## src/rtl/pwm_capture.sv

```systemverilog
// PWM capture: measures period and high time of an asynchronous PWM pin in clk_i cycles.
// Optional glitch filter between synchronizer and edge detector: define PWMCAP_GLITCH_FILTER_EN.
module pwm_capture #(
   parameter int unsigned CNT_W       = 16,
   parameter int unsigned SYNC_STAGES = 2,
   parameter int unsigned FILT_LEN    = 3
) (
   input  logic             clk_i,
   input  logic             rstn_i,
   input  logic             en_i,
   input  logic             pwm_i,
   output logic [CNT_W-1:0] period_o,
   output logic [CNT_W-1:0] high_o,
   output logic             valid_o,
   output logic             timeout_o,
   output logic             level_o
);

   typedef enum logic [1:0] {
      IDLE = 2'd0,
      HIGH = 2'd1,
      LOW  = 2'd2
   } state_e;

   localparam logic [CNT_W-1:0] CNT_MAX = '1;
   localparam logic [CNT_W-1:0] CNT_ONE = CNT_W'(1);

   logic [SYNC_STAGES-1:0] sync_q;
   logic                   s_raw;
   logic                   s;
   logic                   s_d;
   logic                   rise;
   logic                   fall;

   // NOTE: clocked blocks use non-blocking (<=) so every flop samples pre-edge values.
   always_ff @(posedge clk_i) begin
      if (!rstn_i) begin
         sync_q <= '0;
      end else begin
         sync_q <= {sync_q[SYNC_STAGES-2:0], pwm_i};
      end
   end

   assign s_raw = sync_q[SYNC_STAGES-1];

`ifdef PWMCAP_GLITCH_FILTER_EN
   localparam int unsigned FW = (FILT_LEN > 1) ? $clog2(FILT_LEN) : 1;

   logic [FW-1:0] filt_cnt_q;
   logic          filt_q;

   // Counts consecutive samples that disagree with the filtered level; flips on the FILT_LEN-th.
   always_ff @(posedge clk_i) begin
      if (!rstn_i) begin
         filt_cnt_q <= '0;
         filt_q     <= 1'b0;
      end else if (s_raw == filt_q) begin
         filt_cnt_q <= '0;
      end else if (filt_cnt_q == FW'(FILT_LEN - 1)) begin
         filt_cnt_q <= '0;
         filt_q     <= s_raw;
      end else begin
         filt_cnt_q <= filt_cnt_q + FW'(1);
      end
   end

   assign s = filt_q;
`else
   // FILT_LEN only matters when the glitch filter is built.
   logic unused_filt_len;
   assign unused_filt_len = (FILT_LEN == 0);
   assign s = s_raw;
`endif

   always_ff @(posedge clk_i) begin
      if (!rstn_i) begin
         s_d <= 1'b0;
      end else begin
         s_d <= s;
      end
   end

   assign rise = s & ~s_d;
   assign fall = ~s & s_d;

   state_e           state_q,   state_d;
   logic [CNT_W-1:0] cnt_per_q, cnt_per_d;
   logic [CNT_W-1:0] cnt_hi_q,  cnt_hi_d;
   logic [CNT_W-1:0] period_q,  period_d;
   logic [CNT_W-1:0] high_q,    high_d;
   logic             valid_q,   valid_d;
   logic             timeout_q, timeout_d;

   always_ff @(posedge clk_i) begin
      if (!rstn_i) begin
         state_q   <= IDLE;
         cnt_per_q <= '0;
         cnt_hi_q  <= '0;
         period_q  <= '0;
         high_q    <= '0;
         valid_q   <= 1'b0;
         timeout_q <= 1'b0;
      end else begin
         state_q   <= state_d;
         cnt_per_q <= cnt_per_d;
         cnt_hi_q  <= cnt_hi_d;
         period_q  <= period_d;
         high_q    <= high_d;
         valid_q   <= valid_d;
         timeout_q <= timeout_d;
      end
   end

   // NOTE: every signal driven here gets a default first so no latch is inferred.
   always_comb begin
      state_d   = state_q;
      cnt_per_d = cnt_per_q;
      cnt_hi_d  = cnt_hi_q;
      period_d  = period_q;
      high_d    = high_q;
      valid_d   = 1'b0;
      timeout_d = timeout_q;

      if (!en_i) begin
         state_d   = IDLE;
         cnt_per_d = '0;
         cnt_hi_d  = '0;
         timeout_d = 1'b0;
      end else begin
         case (state_q)
            IDLE: begin
               cnt_per_d = '0;
               cnt_hi_d  = '0;
               if (rise) begin
                  state_d   = HIGH;
                  cnt_per_d = CNT_ONE;
                  cnt_hi_d  = CNT_ONE;
               end
            end
            HIGH: begin
               if (cnt_per_q == CNT_MAX) begin
                  state_d   = IDLE;
                  cnt_per_d = '0;
                  cnt_hi_d  = '0;
                  timeout_d = 1'b1;
               end else begin
                  cnt_per_d = cnt_per_q + CNT_ONE;
                  if (fall) begin
                     state_d = LOW;
                  end else begin
                     cnt_hi_d = cnt_hi_q + CNT_ONE;
                  end
               end
            end
            LOW: begin
               // A rise at terminal count still closes a valid measurement.
               if (rise) begin
                  period_d  = cnt_per_q;
                  high_d    = cnt_hi_q;
                  valid_d   = 1'b1;
                  timeout_d = 1'b0;
                  state_d   = HIGH;
                  cnt_per_d = CNT_ONE;
                  cnt_hi_d  = CNT_ONE;
               end else if (cnt_per_q == CNT_MAX) begin
                  state_d   = IDLE;
                  cnt_per_d = '0;
                  cnt_hi_d  = '0;
                  timeout_d = 1'b1;
               end else begin
                  cnt_per_d = cnt_per_q + CNT_ONE;
               end
            end
            default: begin
               state_d   = IDLE;
               cnt_per_d = '0;
               cnt_hi_d  = '0;
            end
         endcase
      end
   end

   assign period_o  = period_q;
   assign high_o    = high_q;
   assign valid_o   = valid_q;
   assign timeout_o = timeout_q;
   assign level_o   = s;

endmodule

```

## config.mk

```make
export PLATFORM = sky130hd
export DESIGN_NAME = pwm_capture
export DESIGN_NICKNAME = d
export VERILOG_FILES = /design/src/rtl/pwm_capture.sv
export SDC_FILE = /design/constraint.sdc
export NUM_CORES = 1
export LEC_CHECK = 0
export CAP_MARGIN = 20
export CELL_PAD_IN_SITES_DETAIL_PLACEMENT = 0
export CELL_PAD_IN_SITES_GLOBAL_PLACEMENT = 1
export CORE_MARGIN = 2
export CORE_UTILIZATION = 31
export DETAILED_ROUTE_END_ITERATION = 16
export GPL_TIMING_DRIVEN = 1
export PLACE_DENSITY_LB_ADDON = 0.1
export SLEW_MARGIN = 20
export SYNTH_ARGS = -nofsm -noshare
export SYNTH_HDL_FRONTEND = slang
export SYNTH_SLANG_ARGS = --single-unit
```

## constraint.sdc

```tcl
create_clock -name clk_i -period 1.85 [get_ports clk_i]
set_input_delay 0.37 -clock clk_i [delete_from_list [all_inputs] [get_ports clk_i]]
set_output_delay 0.37 -clock clk_i [all_outputs]
set_load 0.02 [all_outputs]
```

==> results by group <==
Pwr
  • P_sw: 0.000644 W
  • Comb power frac: 3.9%
  • Sw frac: 23.6%
  • Total Power: 0.00273 W
  • Internal: 0.00209 W
  • Pwr dens: 657 nW/µm²
  • Pleak: 1.43 nW
  • Sequential Power Share: 56.2%
  • Maximum vdd drop: 369 µV
  • Clock network fraction of total power: 39.9%

Worst setup path
  • CP startpoint kind: flip-flop
  • Crit-path max cell delay: 0.53 ns
  • Required time of the critical path: 2.13 ns
  • CP cell instances: ha_4, nand3_4, or4_4, and2_4, or3_1, a21oi_1
  • Kind of end point of the critical path: flip-flop
  • CP Max Fanout: 6
  • Number of buffers and inverters on the critical path: 0
  • Slowest cell on crit path: or4_4
  • Crit path DAT: 2.08 ns
  • Cell family with most CP delay: simple AND/OR/NAND/NOR gates
  • Class of the most critical setup path: reg2reg

Logic synthesis
  • Syn Std Cell Area: 3080 µm²
  • Syn avg cell area: 8.37 µm²
  • Yosys reg bits: 71
  • Synth cell types: 42
  • Dominant cell type by area after synthesis: dfxtp_1
  • Synth area leaders: dfxtp_1, nand2_1, a21boi_0, nor2_1, xor2_1
  • Most used DFF post-synth: dfxtp_1
  • Post-synth ARST share: 0%
  • Synth Net Count: 378
  • Yosys warnings: 0
  • Top cell type's share of synthesized area: 46.1%
  • Syn Inst Count: 368
  • Post-synth EDFFs: 0
  • Sequential fraction of the synthesis area: 46.1%

Routing
  • DRC errors left: 0
  • Number of DRC markers in iteration 0: 111
  • Post-DRT Antenna Nets: 0
  • Drt wl/cell: 13.6 µm
  • Post-Route WL: 8040 µm
  • Vias: 2805
  • Vias/cell: 4.76
  • Router iterations before antenna repair: 4

Die
  • Die Y: 104 µm
  • Core area: 9730 µm²
  • Die width: 104 µm
  • Row count: 36
  • Starting Density: 31.7%
  • # IOs: 39
  • Die area: 10800 µm²

STA
  • Headroom to the max-slew limit: 76.2%
  • Endpoints failing setup: 0
  • Worst Setup Slack, final: 0.0503 ns
  • Final Hold Viols: 0
  • Fin crit share: 97.3%
  • Worst Max-Slew Pin Slew: 0.354 ns
  • RSZ-0062 raised after global routing: yes
  • Final Slew Violations: 0
  • Period minus WS final: 1.80 ns
  • Max Clk Rate: 556 MHz
  • Worst clock skew: 0.0149 ns

Cells and area
  • Seq. cell area: 1430 µm²
  • Area grow syn2layout: 35.0%
  • Number of fill cells: 1037
  • Inserted Diodes: 0
  • Area of the multi-input gates: 1600 µm²
  • Layout cells sized above 1: 17.8%
  • Fin nets: 462

CTS
  • Clock sinks: 71
  • Total CTS buffers: 9
  • Clk slew on worst S/H paths: 0.07 ns
  • Max Root-Sink Buffers: 2
  • CTS tree: built
  • Hold-fix buffers, CTS: 0
  • CTS Root Cell: clkbuf_8
  • Clock Latency Late Sink: 0.34 ns
  • H-tree depth: 3

Place
  • Dpl hpwl: 5760 µm
  • Port Buffers: 38
  • Placer Congestion: 0.817
  • Pre-CTS setup slack: -0.0123 ns

Global routing
  • Antenna violations before repair: 0
  • First-pass GRT wire length: 13300 µm
  • Vias in the first global route: 2584
  • Largest net degree at the start of global routing: 26
  • Remaining Overflow, GRT: 0
  • Total GRT Usage: 15.4%

Run
  • Maximum Capacitance Violations: 0

Worst hold path
  • Tightest Hold Check Type: reg2reg

Outcome
  • Status: complete, no violations
[final timing paths]
check / slack (ns) / end / depth (start not counted) / start
worst max-delay path: 0.05 / cnt_hi_q[0]$_SDFFE_PN0P_ / 6 / cnt_per_q[0]$_SDFF_PN0_
worst max register to register: 0.05 / cnt_hi_q[0]$_SDFFE_PN0P_ / 6 / cnt_per_q[0]$_SDFF_PN0_
worst min-delay path: 0.44 / sync_q[1]$_SDFF_PN0_ / 1 / sync_q[0]$_SDFF_PN0_
worst min register to register: 0.44 / sync_q[1]$_SDFF_PN0_ / 1 / sync_q[0]$_SDFF_PN0_
[per-stage QoR]
step / hold WS [ns] / TNS (ns) / instance area (µm²) / std cells / utilization, %
3_3_place_gp: 0.413 / -0.00202 / 3960 / 572 / 40.7
3_5_place_dp: 0.419 / -0.0215 / 3960 / 572 / 40.7
2_1_floorplan: 0.412 / -0.314 / 3100 / 368 / -
6_report: 0.436 / 0 / 4160 / 589 / 42.8
5_1_grt: 0.466 / -0.0573 / 4160 / 589 / 42.8
4_1_cts: 0.437 / 0 / 4130 / 587 / 42.5
[metal layers]
layer / GRT usage [%] / wire, µm / up-vias
li1: - / - / 1440
met1: 23.1 / 4370 / 1306
met2: 21.2 / 3250 / 51
met3: 2.71 / 287 / 8
met4: 6.95 / 126 / 0
met5: 0 / 0 / -
[power groups by stage]
stage	clock, W	sequential (W)	combinational [W]
after floorplan	0	0.00157	0.0000554
after global placement	0	0.00157	0.000107
after detailed placement	0	0.00157	0.000107
after CTS	0.00114	0.00153	0.000107
after global routing	0.00121	0.00154	0.000120
final	0.00109	0.00154	0.000108
[cells in the mapped netlist, drive strengths merged (3+ instances only)]
| library cell | instances |
|---|---|
| a211oi | 3 |
| a21boi | 32 |
| a21oi | 15 |
| a311oi | 8 |
| a31oi | 3 |
| a41oi | 3 |
| and2 | 7 |
| and4 | 4 |
| clkbuf | 17 |
| dfxtp | 71 |
| ha | 6 |
| inv | 7 |
| nand2 | 82 |
| nand2b | 4 |
| nand3 | 13 |
| nand4 | 6 |
| nor2 | 33 |
| nor2b | 3 |
| nor3 | 6 |
| nor4 | 4 |
| o21ai | 9 |
| or3 | 3 |
| xnor2 | 4 |
| xor2 | 9 |
[state kept, by name, indices dropped and copies added, names as in the netlist]
name	cells
cnt_hi_q	16
cnt_per_q	16
high_o	16
period_o	16
s_d	1
state_q	2
sync_q	2
timeout_o	1
valid_o	1
[logic make-up after synthesis]
logic type | Yosys count | synth area share [%]
AND/OR/NAND/NOR | 171 | 26.0
buffers and inverters | 25 | 3.13
adder cells (fa/ha/maj) | 6 | 2.44
XOR/XNOR | 13 | 3.69
AO/OA/AOI/OAI | 81 | 18.3
flip-flops | 71 | 46.1
multiplexers | 1 | 0.325
[layout by cell type (no fill, tap or decap), types with 3 or more instances in the layout]
| cell | synthesis | routed |
|---|---|---|
| nor2_1 | 33 | 33 |
| xnor2_1 | 4 | 4 |
| xor2_1 | 9 | 9 |
| nor2b_1 | 3 | 3 |
| clkinv_2 | 0 | 3 |
| a21oi_1 | 15 | 15 |
| nor3_1 | 5 | 5 |
| a21boi_0 | 32 | 32 |
| nand3_1 | 12 | 12 |
| dfxtp_2 | 0 | 4 |
| buf_4 | 0 | 53 |
| ha_1 | 6 | 5 |
| a311oi_1 | 8 | 8 |
| clkbuf_8 | 0 | 10 |
| nand2b_1 | 4 | 4 |
| o21ai_0 | 9 | 7 |
| or3_1 | 3 | 3 |
| nand2_1 | 82 | 82 |
| a41oi_1 | 3 | 3 |
| nor4_1 | 3 | 3 |
| and4_1 | 4 | 4 |
| nand4_1 | 5 | 5 |
| dfxtp_1 | 71 | 67 |
| a31oi_1 | 3 | 3 |
| and2_1 | 6 | 6 |
| clkdlybuf4s50_1 | 0 | 38 |
| inv_1 | 7 | 7 |
[final cells by class]
cell class	instances	share of cell area, %
Clock inverter	4	0.541
Multi-Input combinational cell	272	38.5
Inverter	7	0.631
Tap cell	133	4.00
Sequential cell	71	34.3
Timing Repair Buffer	91	18.7
Clock buffer	11	3.40
[repair_timing]
action	4_1_cts	5_1_grt
gates cloned	0	0
pin swaps	0	6
setup buffers	0	2
resized for setup	1	7
endpoints found under the setup margin	1	10
Note: power is estimated with default switching activity, not from simulation.
